===== src/rtl/coalescing_write_buffer.sv =====
// Store buffer that merges same-word stores into the youngest entry and drains oldest-first.
// Zero-latency combinational drain/lookup views; push stalls only when full and not merging.
module coalescing_write_buffer #(
  parameter int ADDR_W = 32,
  parameter int DATA_W = 32,
  parameter int DEPTH  = 4,
  localparam int BE_W  = DATA_W / 8,
  localparam int PTR_W = $clog2(DEPTH),
  localparam int CNT_W = PTR_W + 1
) (
  input  logic              clk,
  input  logic              rst_n,
  input  logic              push_valid_in,
  input  logic [ADDR_W-1:0] push_addr_in,
  input  logic [DATA_W-1:0] push_data_in,
  input  logic [BE_W-1:0]   push_be_in,
  output logic              push_ready_out,
  output logic              drain_valid_out,
  output logic [ADDR_W-1:0] drain_addr_out,
  output logic [DATA_W-1:0] drain_data_out,
  output logic [BE_W-1:0]   drain_be_out,
  input  logic              drain_ready_in,
  input  logic [ADDR_W-1:0] lookup_addr_in,
  output logic              lookup_hit_out,
  output logic [DATA_W-1:0] lookup_data_out,
  output logic [BE_W-1:0]   lookup_be_out,
  output logic [CNT_W-1:0]  count_out,
  output logic              full_out,
  output logic              empty_out
);

  localparam int OFF_W = $clog2(BE_W);
  localparam logic [ADDR_W-1:0] WORD_MASK = {ADDR_W{1'b1}} << OFF_W;

  logic [ADDR_W-1:0] ent_addr [DEPTH];
  logic [DATA_W-1:0] ent_data [DEPTH];
  logic [BE_W-1:0]   ent_be   [DEPTH];

  logic [PTR_W-1:0]  head, tail, young;
  logic [CNT_W-1:0]  count;
  logic [ADDR_W-1:0] push_word, lookup_word;
  logic [DATA_W-1:0] byte_mask;
  logic              pop, push, coalesce_hit, alloc, merge;

  assign young       = tail - PTR_W'(1);
  assign push_word   = push_addr_in & WORD_MASK;
  assign lookup_word = lookup_addr_in & WORD_MASK;

  assign count_out = count;
  assign full_out  = (count == CNT_W'(DEPTH));
  assign empty_out = (count == '0);

  assign drain_valid_out = !empty_out;
  assign drain_addr_out  = ent_addr[head];
  assign drain_data_out  = ent_data[head];
  assign drain_be_out    = ent_be[head];

  assign pop = drain_valid_out && drain_ready_in;

  // A lone entry leaving this cycle cannot absorb the store; it must allocate anew.
  assign coalesce_hit = !empty_out && (ent_addr[young] == push_word)
                        && !((count == CNT_W'(1)) && pop);

  assign push_ready_out = !full_out || coalesce_hit;
  assign push  = push_valid_in && push_ready_out;
  assign alloc = push && !coalesce_hit;
  assign merge = push && coalesce_hit;

  always_comb begin
    byte_mask = '0;
    for (int b = 0; b < BE_W; b++) begin
      byte_mask[b*8 +: 8] = {8{push_be_in[b]}};
    end
  end

  // Unenabled bytes of a fresh entry are stored as zero so merged data never leaks stale bytes.
  always_ff @(posedge clk) begin
    if (alloc) begin
      ent_addr[tail] <= push_word;
      ent_data[tail] <= push_data_in & byte_mask;
      ent_be[tail]   <= push_be_in;
    end else if (merge) begin
      ent_data[young] <= (ent_data[young] & ~byte_mask) | (push_data_in & byte_mask);
      ent_be[young]   <= ent_be[young] | push_be_in;
    end
  end

  always_ff @(posedge clk or negedge rst_n) begin
    if (!rst_n) begin
      head  <= '0;
      tail  <= '0;
      count <= '0;
    end else begin
      if (pop)   head <= head + PTR_W'(1);
      if (alloc) tail <= tail + PTR_W'(1);
      case ({alloc, pop})
        2'b10:   count <= count + CNT_W'(1);
        2'b01:   count <= count - CNT_W'(1);
        default: count <= count;
      endcase
    end
  end

  // Scan oldest to youngest so the youngest match overrides earlier ones.
  always_comb begin
    logic [PTR_W-1:0] idx;
    idx             = '0;
    lookup_hit_out  = 1'b0;
    lookup_data_out = '0;
    lookup_be_out   = '0;
    for (int i = 0; i < DEPTH; i++) begin
      idx = head + PTR_W'(i);
      if ((CNT_W'(i) < count) && (ent_addr[idx] == lookup_word)) begin
        lookup_hit_out  = 1'b1;
        lookup_data_out = ent_data[idx];
        lookup_be_out   = ent_be[idx];
      end
    end
  end

endmodule


===== config.mk =====
export PLATFORM = sky130hd
export DESIGN_NAME = coalescing_write_buffer
export DESIGN_NICKNAME = d
export VERILOG_FILES = /design/src/rtl/coalescing_write_buffer.sv
export SDC_FILE = /design/constraint.sdc
export NUM_CORES = 1
export LEC_CHECK = 0
export CAP_MARGIN = 20
export CELL_PAD_IN_SITES_DETAIL_PLACEMENT = 1
export CELL_PAD_IN_SITES_GLOBAL_PLACEMENT = 1
export CORE_UTILIZATION = 52
export CTS_CLUSTER_SIZE = 16
export DETAILED_ROUTE_END_ITERATION = 8
export PLACE_DENSITY_LB_ADDON = 0.1
export SETUP_SLACK_MARGIN = 0.3
export SLEW_MARGIN = 40
export SYNTH_ARGS = -nofsm -noshare
export SYNTH_HDL_FRONTEND = slang
export SYNTH_SLANG_ARGS = --single-unit

===== constraint.sdc =====
create_clock -name clk -period 23.9 [get_ports clk]
set_clock_uncertainty 0.1 [all_clocks]
set_input_delay 3.585 -clock clk [delete_from_list [all_inputs] [get_ports clk]]
set_output_delay 3.585 -clock clk [all_outputs]
set_load 0.05 [all_outputs]

-- After elaboration in Yosys (flattened, before gate mapping)
Memory sizes are Yosys's and may differ from the RTL's.
Index checks and enable logic that the tools add are counted.
Widths: inputs -> output; s select.
- add/sub/neg operators: 7
- order comparisons: 4
- eq/ne operators: 9
- muxes and demuxes: 24
- bitwise gates (word level): 5
- reduce and logical (&&, ||, !) cells: 20
- operator list (kind ; number):
    $eq 32x32->1 ; 5
    $mux 32 ; 5
    $and 32x32->32 ; 2
    $not 32->32 ; 1
    $or 32x32->32 ; 1
    $reduce_or 32->1 ; 1
    $mux 4 ; 5
    $logic_and 1x1->1 ; 11
    $mux 1 ; 11
    $lt 1x3->1 const A ; 2
    $lt 2x3->1 const A ; 2
    $pmux 3 s2 ; 1
    $add 2x1->2 const B ; 2
    $add 2x2->2 const B ; 2
    $logic_not 1->1 ; 4
    $mux 2 ; 2
    $or 4x4->4 ; 1
    $reduce_or 4->1 ; 1
    $add 3x1->3 const B ; 1
    $eq 3x1->1 const B ; 1
    $eq 3x3->1 const B ; 1
    $logic_not 3->1 ; 1
    $sub 3x1->3 const B ; 1
    $eq 2x1->1 const B ; 1
    other kinds (4) ; 4
- register bits after elaboration: 7
- RAM bits: 264
- bits of input ports: 104
- output and inout bits: 112
- logic and storage cells: 75
- memories kept: 3
- memories (memory ; words ; bits a word ; rd ports ; clocked after memory_dff ; wr ports ; line ; text):
    ent_data ; 4 ; 32 ; 5 ; 0 ; 1 ; 36 ; logic [DATA_W-1:0] ent_data [DEPTH];
    ent_addr ; 4 ; 30 ; 5 ; 0 ; 1 ; 35 ; logic [ADDR_W-1:0] ent_addr [DEPTH];
    ent_be ; 4 ; 4 ; 5 ; 0 ; 1 ; 37 ; logic [BE_W-1:0] ent_be [DEPTH];

-- Depth between registers and ports, before layout
- word-level depth: 14
- gate-level depth with buffers: 19
- depth with buffers taken out: 13

-- Least setup slack after synthesis
No wires, ideal clock.
- path kind: in2out
- from: in lookup_addr_in[9]
- to: out lookup_data_out[31]
- arrival: 6.713 ns
- data required time: 20.215 ns
- setup slack: 13.502 ns
- stages on the path: 8
- path buffers: 1
- cells stage by stage: clkbuf_1 -> o22ai_1 -> or3_1 -> a2111oi_4 -> o2111a_2 -> a31oi_1 -> or3_1 -> o32ai_1
- cells in the longest elaborated chain, start to end: 6
- elaborated cells on any way between the ends: 12
- classes of those cells: eq/ne (4); mux (4); reduce/logical (4)
- RTL lines (item ; line ; text):
    from (decl) ; 23 ; input logic [ADDR_W-1:0] lookup_addr_in,
    $eq 32x32->1 ; 113 ; if ((CNT_W'(i) < count) && (ent_addr[idx] == lookup_word)) begin
    $logic_and 1x1->1 ; 113 ;
    $mux 32 (3 in a row) ; 113 ;
    $mux 32 * ; 113 ;
    to (decl) ; 25 ; output logic [DATA_W-1:0] lookup_data_out,
Every way passes the cells marked *; elsewhere a longest branch is shown, timed or not.

-- Worst setup path after layout
- from: in lookup_addr_in[13]
- to: out lookup_data_out[5]
The elaborated chain is that of the path after synthesis.

==> summary.txt <==
Run status
  – Status: complete, no violations

Route
  – DR WL/cell: 29.3 um
  – Final ANT Viol Nets: 0
  – DRC Markers: 0
  – Via count: between 15,000 and 20,000
  – DRT iter0 DRCs: between 1,000 and 1,500
  – WL final: a little over 70,000 um
  – Drt pass-1 iters: 6
  – DR vias/cell: 7.00

Layout
  – Layout Nets: 1,965
  – Area growth syn-to-layout: 15.5%
  – Share of layout cells above drive strength 1: 19.1%
  – Post-route cell area: ~0.025 sq mm

Clock tree
  – Clock sink count: ~270
  – Clk pin slew, worst setup/hold paths: about 0.060 ns
  – Clk buf depth: 3
  – Post-CTS Setup Bufs: 0
  – CTS Root Cell: clkbuf_16
  – # H-tree levels: 1
  – Clk_lat worst skew: roughly 0.60 ns
  – CTS tree: yes
  – Hold_buf cts: 0
  – CTS buffer count: 31
  – Post-CTS resize count: 0

Setup path
  – Crit Path Max Fanout: 42
  – WP data arrival: 9.00 ns
  – Critical path required time: 20.22 ns
  – Crit path largest cell delay: 0.85 ns
  – CP cell instances: clkdlybuf4s50_1 -> a221oi_1 -> o21ai_0 -> a2111oi_4 -> o2111a_2 -> buf_4 -> a31oi_1 -> nor2_4 -> buf_4 -> o2111ai_1 -> a21oi_2 -> clkdlybuf4s50_1
  – Startpoint types: primary input
  – Critical path capture point type: output pin
  – Slowest cell on the critical path: clkdlybuf4s50_1
  – Critical path type: in -> out
  – RR Startpoint: tail[0]
  – Crit. Startpoint: lookup_addr_in[13]

Logic synthesis
  – Yosys warning count: 0
  – Syn_area_per_cell: 12.3 sq um
  – #FFs+latches synth: 271
  – Post-synthesis sequential area ratio: 37.8%
  – Primary FF master, synth: edfxtp_1
  – Distinct cells, synth: 69
  – Synthesized instance count: approximately 1,700
  – FFs w/ async S/R, synth: between 2 and 3%
  – Netlist Area Pre-Place: 0.0214 sq mm
  – Post-synth EDFFs: ~260

Placement
  – # port buffers: between 200 and 250
  – Placed Area: 0.0237 sq mm
  – Placer congestion estimate: 0.945
  – DPL Wire Length: about 47,000 um

STA
  – Fin. Hold Viols: 0
  – Slew of the pin with the lowest slew margin: 0.875 ns
  – RSZ-0062 raised after global routing: false
  – Final setup TNS: 0 ns
  – Max Slew Vio Count: 0
  – Fin crit period: 12.68 ns
  – Hold Slack: 0.553 ns
  – Slew headroom: 41.7%
  – Max Fclk: around 0.08 GHz
  – Final setup fails: 0
  – Tcrit/Tclk final: 53.1%

GRT
  – First-pass GRT wire length: 107,000 um
  – Vias in the first global route: 17,500
  – Antenna violations before repair: 2
  – Largest net degree at the start of global routing: 108
  – Total global routing overflow: 0
  – Total GRT Usage: about a third

Floorplan
  – Core box area: 0.0407 sq mm
  – IO Pins: 216
  – Num rows: 74
  – Die Ht: 205 um
  – Starting Density: 52.6%
  – Area of the die: ~0.042 sq mm
  – Die Width: 205 um

Pwr
  – Pwr Density: 140 mW/mm^2
  – VDD IR-drop max: 0.124 mV
  – Leakage: 8.43 nW
  – Pwr Total: 0.00346 W

Hold path
  – Worst Hold Launch: count_out[1]
  – HP Class: reg -> reg

Run
  – Max-cap violation count: 0
## cell usage after synthesis (3+ instances only)
master       n  share of area [%]
nand2b_1    36                1.1
o2111ai_1   37                1.5
edfxtp_1   264                 37
o221ai_1     3               0.12
and2_1       6               0.18
o22ai_1     12               0.35
a2bb2oi_1    3               0.12
buf_1       20               0.35
buf_4       17               0.60
ha_1         9               0.53
xnor2_1     97                4.0
xor2_1      33                1.3
inv_1       52               0.91
buf_6       17               0.89
nor3_1      37               0.86
nor2_1      23               0.40
mux2i_1    151                7.0
clkbuf_1    78                1.4
mux4_1      10                1.2
dfrtp_1      7               0.82
buf_2       33               0.77
o211a_1     32                1.5
nand3_1      8               0.19
o21ai_0     55                1.3
o31ai_1     10               0.35
a21oi_2     58                2.4
a21oi_1     70                1.6
a22oi_1      6               0.21
a222oi_1     3               0.14
nor2b_1     40                1.2
mux4_2     185                 19
mux2_2      11               0.58
nand2_1    103                1.8
a21o_1       6               0.21
a31oi_1      3              0.088
o211ai_1     5               0.18
a211oi_1    30                1.1
buf_12       4               0.37
or3_1       34               0.99
a221oi_1    34                1.4
nand4_1     56                1.6
nor4_1      14               0.41
## kinds of logic (layout without fill, tap and decap cells)
logic type	count (synthesis)	after routing	synth area share (%)
fa+ha+maj	9	9	0.525
simple gates	369	369	9.22
flops	271	271	37.8
other cells	1	4	0.0175
buf+inv	222	351	5.33
mux	358	358	28.4
xor+xnor	130	130	5.31
compound gates	385	385	13.4
## worst max-delay path, delay by kind of cell
| family | cells | cell delay, ns |
|---|---|---|
| AND/OR/NAND/NOR | 1 | 0.15 |
| buffers and inverters | 4 | 2.69 |
| AO/OA/AOI/OAI | 7 | 2.52 |
## per-layer routing
metal	GRT usage, %	up-vias	part of all wire, %
met5	0	-	0
met4	18.2	0	5.7
met3	4.57	204	6.3
met2	57.5	729	50
met1	41.6	8695	38
li1	-	7229	-
## flip-flops by register name, indices dropped and copies added (netlist names)
signal / count
ent_data: 128
tail: 2
ent_be: 16
ent_addr: 120
count_out: 3
head: 2
## where the power goes
group	leakage [nW]	switching, W	internal, W	total (W)
Sequential	2.52	0.000112	0.000635	0.000748
Combinational	5.41	0.00132	0.000901	0.00222
Clock	0.502	0.000202	0.000293	0.000495
## final timing paths
| path | end | slack [ns] | cells past startpoint |
|---|---|---|---|
| max | lookup_data_out[5] | 11.22 | 12 |
| min reg2reg | count_out[1] | 0.55 | 2 |
| max reg2reg | ent_data[1][16] | 17.35 | 14 |
| min | count_out[1] | 0.55 | 2 |
| max in group asynchronous | tail[0] | 20.22 | 1 |
| min in group asynchronous | head[0] | 3.17 | 1 |
## layout by cell type (no fill, tap or decap), drive strengths merged, types with 17 or more instances in the layout
cell,instances
edfxtp,264
clkdlybuf4s50,209
mux4,196
mux2i,151
a21oi,128
nand2,103
xnor2,97
nand4,56
o21ai,56
inv,54
nor2b,40
nor3,37
o2111ai,37
nand2b,36
clkbuf,36
or3,34
a221oi,34
buf,34
xor2,33
o211a,32
a211oi,30
nor2,24
nor4,17
## through the flow
stage,setup WS [ns],utilization [%],cells
5_1_grt,11.23,60.8,2408
3_3_place_gp,11.35,57.9,2346
3_5_place_dp,11.34,58.1,2349
2_1_floorplan,13.50,-,1746
4_1_cts,11.32,60.6,2405
6_report,11.22,60.8,2409
## layout make-up
type	instances	area, sq um
fillers	4064	16000
repair buffers	243	2450
multi-input cells	1253	12300
clock inverters	20	262
well taps	532	666
flip-flops and latches	271	8110
diodes	2	5.00
inverters	52	198
clock buffers	36	795
Note: power is estimated with default switching activity, not from simulation.
